<file path="src/rtl/rx_iq_packer_pkg.sv">
// Shared constants for the RX sample packer and the USB transmit engine.
// Block geometry and ADC full-scale codes.
package rx_iq_packer_pkg;
   localparam int WORDS_PER_BLOCK  = 82;
   localparam int RX_PAYLOAD_BYTES = 492;
   localparam int ADC_BITS         = 16;
   localparam int CLIP_HOLD        = 12_288_000;

   localparam logic [ADC_BITS-1:0] ADC_FS_POS = {1'b0, {(ADC_BITS-1){1'b1}}};
   localparam logic [ADC_BITS-1:0] ADC_FS_NEG = {1'b1, {(ADC_BITS-1){1'b0}}};
endpackage

</file>
<file path="src/rtl/rx_iq_packer_clip_stretch.sv">
// ADC overload detector with a retriggerable hold counter.
// clip rises one clock after a full-scale code and stays up CLIP_HOLD clocks.
module clip_stretch #(
   parameter int ADC_BITS  = 16,
   parameter int CLIP_HOLD = 12_288_000
) (
   input  logic                clk,
   input  logic                reset,
   input  logic [ADC_BITS-1:0] adc_data,
   output logic                clip
);
   localparam int CW = (CLIP_HOLD > 2) ? $clog2(CLIP_HOLD) : 1;
   localparam logic [ADC_BITS-1:0] FS_POS = {1'b0, {(ADC_BITS-1){1'b1}}};
   localparam logic [ADC_BITS-1:0] FS_NEG = {1'b1, {(ADC_BITS-1){1'b0}}};
   localparam logic [CW-1:0] HOLD_LAST = CW'(CLIP_HOLD - 1);

   logic [CW-1:0] clip_cnt;
   logic          ovl;

   assign ovl = (adc_data == FS_POS) || (adc_data == FS_NEG);

   // Load the hold count on overload, otherwise run it down to zero.
   always_ff @(posedge clk) begin
      if (!reset) begin
         clip_cnt <= '0;
         clip     <= 1'b0;
      end else if (ovl) begin
         clip_cnt <= HOLD_LAST;
         clip     <= 1'b1;
      end else if (clip_cnt != '0) begin
         clip_cnt <= clip_cnt - 1'b1;
         clip     <= 1'b1;
      end else begin
         clip     <= 1'b0;
      end
   end
endmodule

</file>
<file path="src/rtl/rx_iq_packer.sv">
// Packs DDC I/Q samples into 48-bit words of a ping-pong sample RAM.
// Announces each completed half on adc_mem_block; also drives the clip flag.
module rx_iq_packer
   import rx_iq_packer_pkg::*;
#(
   parameter int WORDS     = WORDS_PER_BLOCK,
   parameter int ABITS     = ADC_BITS,
   parameter int HOLD      = CLIP_HOLD
) (
   input  logic             adc_clock,
   input  logic             reset,
   input  logic             rx_on,
   input  logic             iq_strobe,
   input  logic [23:0]      i_data,
   input  logic [23:0]      q_data,
   input  logic [ABITS-1:0] adc_data,
   output logic             mem_we,
   output logic [7:0]       mem_waddr,
   output logic [47:0]      mem_wdata,
   output logic             adc_mem_block,
   output logic             clip
);
   localparam logic [6:0] LAST_WORD = 7'(WORDS - 1);

   logic       wr_half;
   logic [6:0] word_cnt;

   // Registered RAM write and ping-pong half control; first half filled is 1.
   always_ff @(posedge adc_clock) begin
      if (!reset) begin
         mem_we        <= 1'b0;
         mem_waddr     <= '0;
         mem_wdata     <= '0;
         adc_mem_block <= 1'b0;
         wr_half       <= 1'b1;
         word_cnt      <= '0;
      end else begin
         mem_we <= 1'b0;
         if (!rx_on) begin
            word_cnt <= '0;
         end else if (iq_strobe) begin
            mem_we    <= 1'b1;
            mem_waddr <= {wr_half, word_cnt};
            mem_wdata <= {i_data, q_data};
            if (word_cnt == LAST_WORD) begin
               word_cnt      <= '0;
               adc_mem_block <= wr_half;
               wr_half       <= ~wr_half;
            end else begin
               word_cnt <= word_cnt + 7'd1;
            end
         end
      end
   end

   clip_stretch #(
      .ADC_BITS  (ABITS),
      .CLIP_HOLD (HOLD)
   ) u_clip (
      .clk      (adc_clock),
      .reset    (reset),
      .adc_data (adc_data),
      .clip     (clip)
   );
endmodule

</file>
<file path="config.mk">
export PLATFORM = sky130hd
export DESIGN_NAME = rx_iq_packer
export DESIGN_NICKNAME = d
export VERILOG_FILES = /design/src/rtl/rx_iq_packer_pkg.sv /design/src/rtl/rx_iq_packer_clip_stretch.sv /design/src/rtl/rx_iq_packer.sv
export SDC_FILE = /design/constraint.sdc
export NUM_CORES = 1
export LEC_CHECK = 0
export CORE_ASPECT_RATIO = 1.1
export CORE_MARGIN = 2
export CORE_UTILIZATION = 37
export DETAILED_ROUTE_END_ITERATION = 7
export PLACE_DENSITY = 0.7
export SLEW_MARGIN = 20
export SYNTH_ARGS = -nofsm -noshare
export SYNTH_HDL_FRONTEND = slang
export SYNTH_SLANG_ARGS = --single-unit
</file>
<file path="constraint.sdc">
create_clock -name adc_clock -period 3.7 [get_ports adc_clock]
set_input_delay 0.74 -clock adc_clock [delete_from_list [all_inputs] [get_ports adc_clock]]
set_output_delay 0.74 -clock adc_clock [all_outputs]
set_load 0.03 [all_outputs]
</file>
==> results of run 1 <==
## synth_stat cells (2+ instances only)
| cell type | number | area (µm²) |
|---|---|---|
| nor3_1 | 6 | 30.0 |
| nand4b_1 | 3 | 26.3 |
| ha_1 | 4 | 50.1 |
| or2_2 | 2 | 12.5 |
| buf_1 | 2 | 7.51 |
| o21ai_1 | 8 | 40.0 |
| nand2_1 | 125 | 469 |
| dfxtp_1 | 91 | 1820 |
| clkbuf_1 | 25 | 93.8 |
| nand4_1 | 9 | 56.3 |
| or3_1 | 4 | 25.0 |
| inv_1 | 4 | 15.0 |
| o31ai_1 | 2 | 15.0 |
| nand3_1 | 5 | 25.0 |
| a21oi_1 | 75 | 375 |
| nor4_4 | 2 | 42.5 |
| xor2_1 | 19 | 166 |
| nor4_1 | 8 | 50.1 |
| a31oi_1 | 6 | 37.5 |
| xnor2_1 | 4 | 35.0 |
| o211ai_1 | 4 | 30.0 |
| or4_1 | 5 | 37.5 |
| nor2_1 | 20 | 75.1 |
## state kept, by name, indices dropped and copies added, names as in the netlist
signal / cells
mem_wdata: 48
mem_waddr: 8
word_cnt: 7
adc_mem_block: 1
mem_we: 1
wr_half: 1
u_clip.clip_cnt: 24
u_clip.clip: 1
## final timing paths
| path | from | endpoint | slack (ns) | depth (start not counted) |
|---|---|---|---|---|
| max | u_clip.clip_cnt[2] | u_clip.clip_cnt[1] | 1.07 | 5 |
| min | mem_wdata[26] | mem_wdata[26] | 0.46 | 2 |
| max reg2reg | u_clip.clip_cnt[2] | u_clip.clip_cnt[1] | 1.07 | 5 |
| min reg2reg | mem_wdata[26] | mem_wdata[26] | 0.46 | 2 |
## stage by stage
| stage | power [µW] | instances |
|---|---|---|
| 2_1_floorplan | 2170 | 448 |
| 3_3_place_gp | 2420 | 669 |
| 3_5_place_dp | 2460 | 669 |
| 4_1_cts | 3200 | 683 |
| 5_1_grt | 3400 | 683 |
| 6_report | 3180 | 683 |
## logic make-up after synthesis
kind of cell	after synthesis
adder cells (fa/ha/maj)	4
buffers and inverters	34
XOR/XNOR	23
AND/OR/NAND/NOR	197
multiplexers	2
flip-flops	91
AO/OA/AOI/OAI	97
## per-layer routing
layer,up-vias,track usage [%]
met4,0,6.16
met2,112,28.3
met1,1564,19.6
met3,10,4.33
li1,1740,-
met5,-,0
## cell type report
type	count	area, µm²
inverter	5	18.8
sequential	91	1820
timing repair buffer	130	1300
multi-input combinational	323	1710
tap	120	150
clock buffer	12	155
clock inverter	2	60.1
fill	880	4520
## power by group
| group | internal (µW) | switching [µW] | total [µW] | leakage (µW) |
|---|---|---|---|---|
| logic | 494 | 713 | 1210 | 0.000988 |
| clock network | 411 | 323 | 734 | 0.000109 |
| registers | 1120 | 119 | 1240 | 0.000743 |
## worst min-delay path, stage by stage, from the launching register on
cell and delay, ns:
dfxtp_1 0.31, nand2_1 0.05, a21oi_1 0.05
==> flow_summary.ini, run 1 <==
[sta]
fin_tns_setup_ns = 0
holdWs_ns = 0.457
slew_headroom_pct = 32.3
fin_crit_ns = 2.63
hold_viol_final = 0
fin_crit_sh_pct = 71.2
grt_setup_unrepaired = false
finalClockSkew_ns = 0.00824
setup_viol = 0
max_freq_mhz = 380
slew_violations = 0
setup_slack_ns = 1.07
worstMarginPinSlew_ns = 1.01

[detailed_routing]
drc = 0
met1Wirelength_um = 4030
firstDrtPassIters = 4
dr_wl_met3_um = 584
wl_um = 9020
wl_met2_um = 4260
drtIter0Drc = 178
wl_per_cell_um = 13.2
top_layer = met4
ant_nets = 0
via_per_inst = 5.02
vias = 3426

[yosys]
syn_nets = 520
avgSynthCellArea_um2 = 8.17
synthCells = 448
synth_fa_ha_area_share_pct = 1.37
seq_area_frac_synth_pct = 49.8
yosys.cell_types.count = 38
synth.area.mux_share_pct = 0.581
yosys.area_share.simple_pct = 25.0
synth_top_family_by_area = simple AND/OR/NAND/NOR gates
ys_async_sr_fraction_pct = 0
synth_edf_count = 0
syn-cell-area_um2 = 3660
ys_ff_latch = 91
yosysWarnings = 0
synth-xor-area-share_pct = 5.50
ys.flop_type = dfxtp_1
synth_compound_area_share_pct = 14.1

[worst_hold_path]
min_path_type = flip-flop to flip-flop

[global_routing]
grt_pass1_wl_um = 14300
grt_pass1_vias = 3152
grt_util_all_layers_pct = 16.4
antenna_found_initial = 0
grt_max_degree = 58
grt-ovfl-total = 0

[critical_path]
cp-start-kind = flip-flop
cp_max_fo = 11
worstSetupPathType = flip-flop to flip-flop
cp_top_family = simple AND/OR/NAND/NOR gates
critical_path_buf_inv_count = 0
arrival_ns = 2.93
end_kind = flip-flop
worst-endpoint-required_ns = 3.99
crit_chain = or4_1 -> or4_4 -> nor2_2 -> mux2_1 -> a21oi_1
cp_slowest_cell = or4_1
timing.critical_path.slowest_cell_delay_ns = 0.72

[die]
io_pins = 127
start_util_pct = 37.6
coreArea_um2 = 9750
rows = 38
die_h_um = 108
chipWidth_um = 98.8
die-area_um2 = 10700

[layout]
utilization_pct = 53.6
final_common_cell = clkdlybuf4s50_1
final_area_um2 = 5220
nets = 632
drive_above_1_share_pct = 4.80
antenna_cells = 0
final_cell_mix = clkdlybuf4s50_1, nand2_1, dfxtp_1
area_delta_synth_final_pct = 42.7

[placement]
pre_cts_ws_ns = 1.08
dpl.hpwl_um = 6360
port-buffer-count = 126
routabilityCongestion = 0.772
dpl_cell_area_um2 = 5010

[power]
peakVddDrop_mv = 0.316
p_per_area_nw_per_um2 = 609
leakage_uw = 0.00184

[cts]
clock-sinks = 91
path_clk_slew_ns = 0.08
cts_tree = done
cts-root-buf = clkbuf_8
cts_htree_levels = 3
post_cts_buffers = 0
ctsHoldBuffers = 0
cts_buffers = 9
cts_resized = 0
cts_max_path_buffers = 2
clock_latency_ns = 0.35

[flow_run]
drv_cap = 0

[status]
status = completed
Note: power is estimated with default switching activity, not from simulation.
==> run 2: changes to the inputs <==
==> constraint.sdc (replaced) <==
create_clock -name adc_clock -period 2.6 [get_ports adc_clock]
set_input_delay 0.52 -clock adc_clock [delete_from_list [all_inputs] [get_ports adc_clock]]
set_output_delay 0.52 -clock adc_clock [all_outputs]
set_load 0.03 [all_outputs]
==> flow_summary.ini, run 2 (synthesis gave the netlist of run 1 again) <==
[critical_path]
cp-start-kind = flip-flop
end_kind = flip-flop
critical_path_buf_inv_count = 0
worst-path-stages = 5
cp_slowest_cell = or4_4
cp_max_fo = 11
worst-endpoint-required_ns = 2.88
timing.critical_path.slowest_cell_delay_ns = 0.64
cp_top_family = simple AND/OR/NAND/NOR gates
arrival_ns = 2.53
reg2reg_depth = 5
worstSetupPathType = flip-flop to flip-flop
crit_chain = or4_1 -> or4_4 -> nor2_2 -> mux2_1 -> a21oi_1
rrSetupSlack_ns = 0.35

[power]
peakVddDrop_mv = 0.483
internal_power_uw = 3070
combPwrFrac_pct = 38.7
p_per_area_nw_per_um2 = 888
leakage_uw = 0.00190
pwr-share-clk_pct = 24.0
power_frac_seq_pct = 37.3
swShare_pct = 35.3
power.switching_uw = 1680

[status]
status = completed

[cts]
path_clk_slew_ns = 0.09
post_cts_buffers = 0
ctsHoldBuffers = 0
cts_max_path_buffers = 2
cts_tree = done
clock_latency_ns = 0.35
cts_resized = 0
cts-root-buf = clkbuf_8
cts_buffers = 9
cts_htree_levels = 3
clock-sinks = 91

[layout]
utilization_pct = 54.9
area_delta_synth_final_pct = 46.1
largest_reg_flops = 48
fill_cells = 925
final_common_cell = clkdlybuf4s50_1
reg_top3 = mem_wdata (48), u_clip.clip_cnt (24), mem_waddr (8)
drive_above_1_share_pct = 6.28
final_cell_mix = clkdlybuf4s50_1, nand2_1, dfxtp_1
antenna_cells = 0
top_register = mem_wdata
nets = 640

[worst_hold_path]
min_delay_path_depth = 2
min_path_type = flip-flop to flip-flop

[sta]
slew_violations = 0
grt_setup_unrepaired = false
fin_tns_setup_ns = 0
setup_viol = 0
finalClockSkew_ns = 0.0105
max_freq_mhz = 445
fin_crit_ns = 2.25
hold_viol_final = 0
worstMarginPinSlew_ns = 0.589
fin_crit_sh_pct = 86.4
slew_headroom_pct = 60.4

[detailed_routing]
ant_nets = 0
via_per_inst = 5.02
wl_um = 8980
firstDrtPassIters = 5
drtIter0Drc = 172
wl_per_cell_um = 13.0
vias = 3478
drc = 0

[placement]
port-buffer-count = 126
dpl.hpwl_um = 6500
routabilityCongestion = 0.797

[global_routing]
grt_max_degree = 43
grt_pass1_wl_um = 14900
grt-ovfl-total = 0
antenna_found_initial = 0
grt_util_all_layers_pct = 16.6
grt_pass1_vias = 3306

[die]
die-area_um2 = 10700
die_h_um = 108
rows = 38
io_pins = 127
start_util_pct = 37.6
chipWidth_um = 98.8
coreArea_um2 = 9750

[flow_run]
drv_cap = 0
## run 2: changes by cell type in the layout (fill, tap and decap cells not counted)
cell	delta
clkbuf_1	+1
buf_12	+3
clkbuf_8	-1
clkinvlp_4	+1
buf_4	+5
bufinv_16	+1
## run 2: worst paths after layout
path / startpoint / endpoint
worst min register to register: mem_wdata[11] / mem_wdata[11]
worst max-delay path: u_clip.clip_cnt[6] / u_clip.clip_cnt[1]
worst min-delay path: mem_wdata[11] / mem_wdata[11]
worst max register to register: u_clip.clip_cnt[6] / u_clip.clip_cnt[1]
## run 2: cell type report
class                   count  area [µm²]  share of cell area [%]
clock buffers              12         145                    2.71
repair buffers            138        1400                    26.2
inverters                   5        18.8                   0.351
multi-input cells         323        1710                    32.0
clock inverters             4        97.6                    1.82
flip-flops and latches     91        1820                    34.1
well taps                 120         150                    2.81
## run 2: per-stage QoR
stage	cells	cell area [µm²]	hold WS (ns)	power, µW	worst slack, ns
after CTS	693	5350	0.459	4780	0.348
after global placement	677	5100	0.442	3580	0.416
final	693	5350	0.456	4750	0.353
after detailed placement	677	5100	0.446	3620	0.352
after floorplan	448	3660	0.453	3090	0.269
after global routing	693	5350	0.472	5060	0.237
## run 2: power groups by stage
stage	Clock, µW	Sequential (µW)	Combinational, µW
after global routing	1220	1800	2040
after floorplan	0	1840	1250
after detailed placement	0	1800	1830
final	1140	1770	1840
after global placement	0	1790	1790
after CTS	1170	1770	1840
## run 2: routing by layer
metal	track usage [%]	up-vias	wire, µm
li1	-	1767	-
met1	20.5	1596	3990
met2	28.7	105	4290
met3	3.75	10	566
met4	5.77	0	129
met5	0	-	0
## run 2: tightest hold or removal path: stages, from the launching register on
cell and delay (ns):
dfxtp_1 0.31, nand2_1 0.05, a21oi_1 0.05
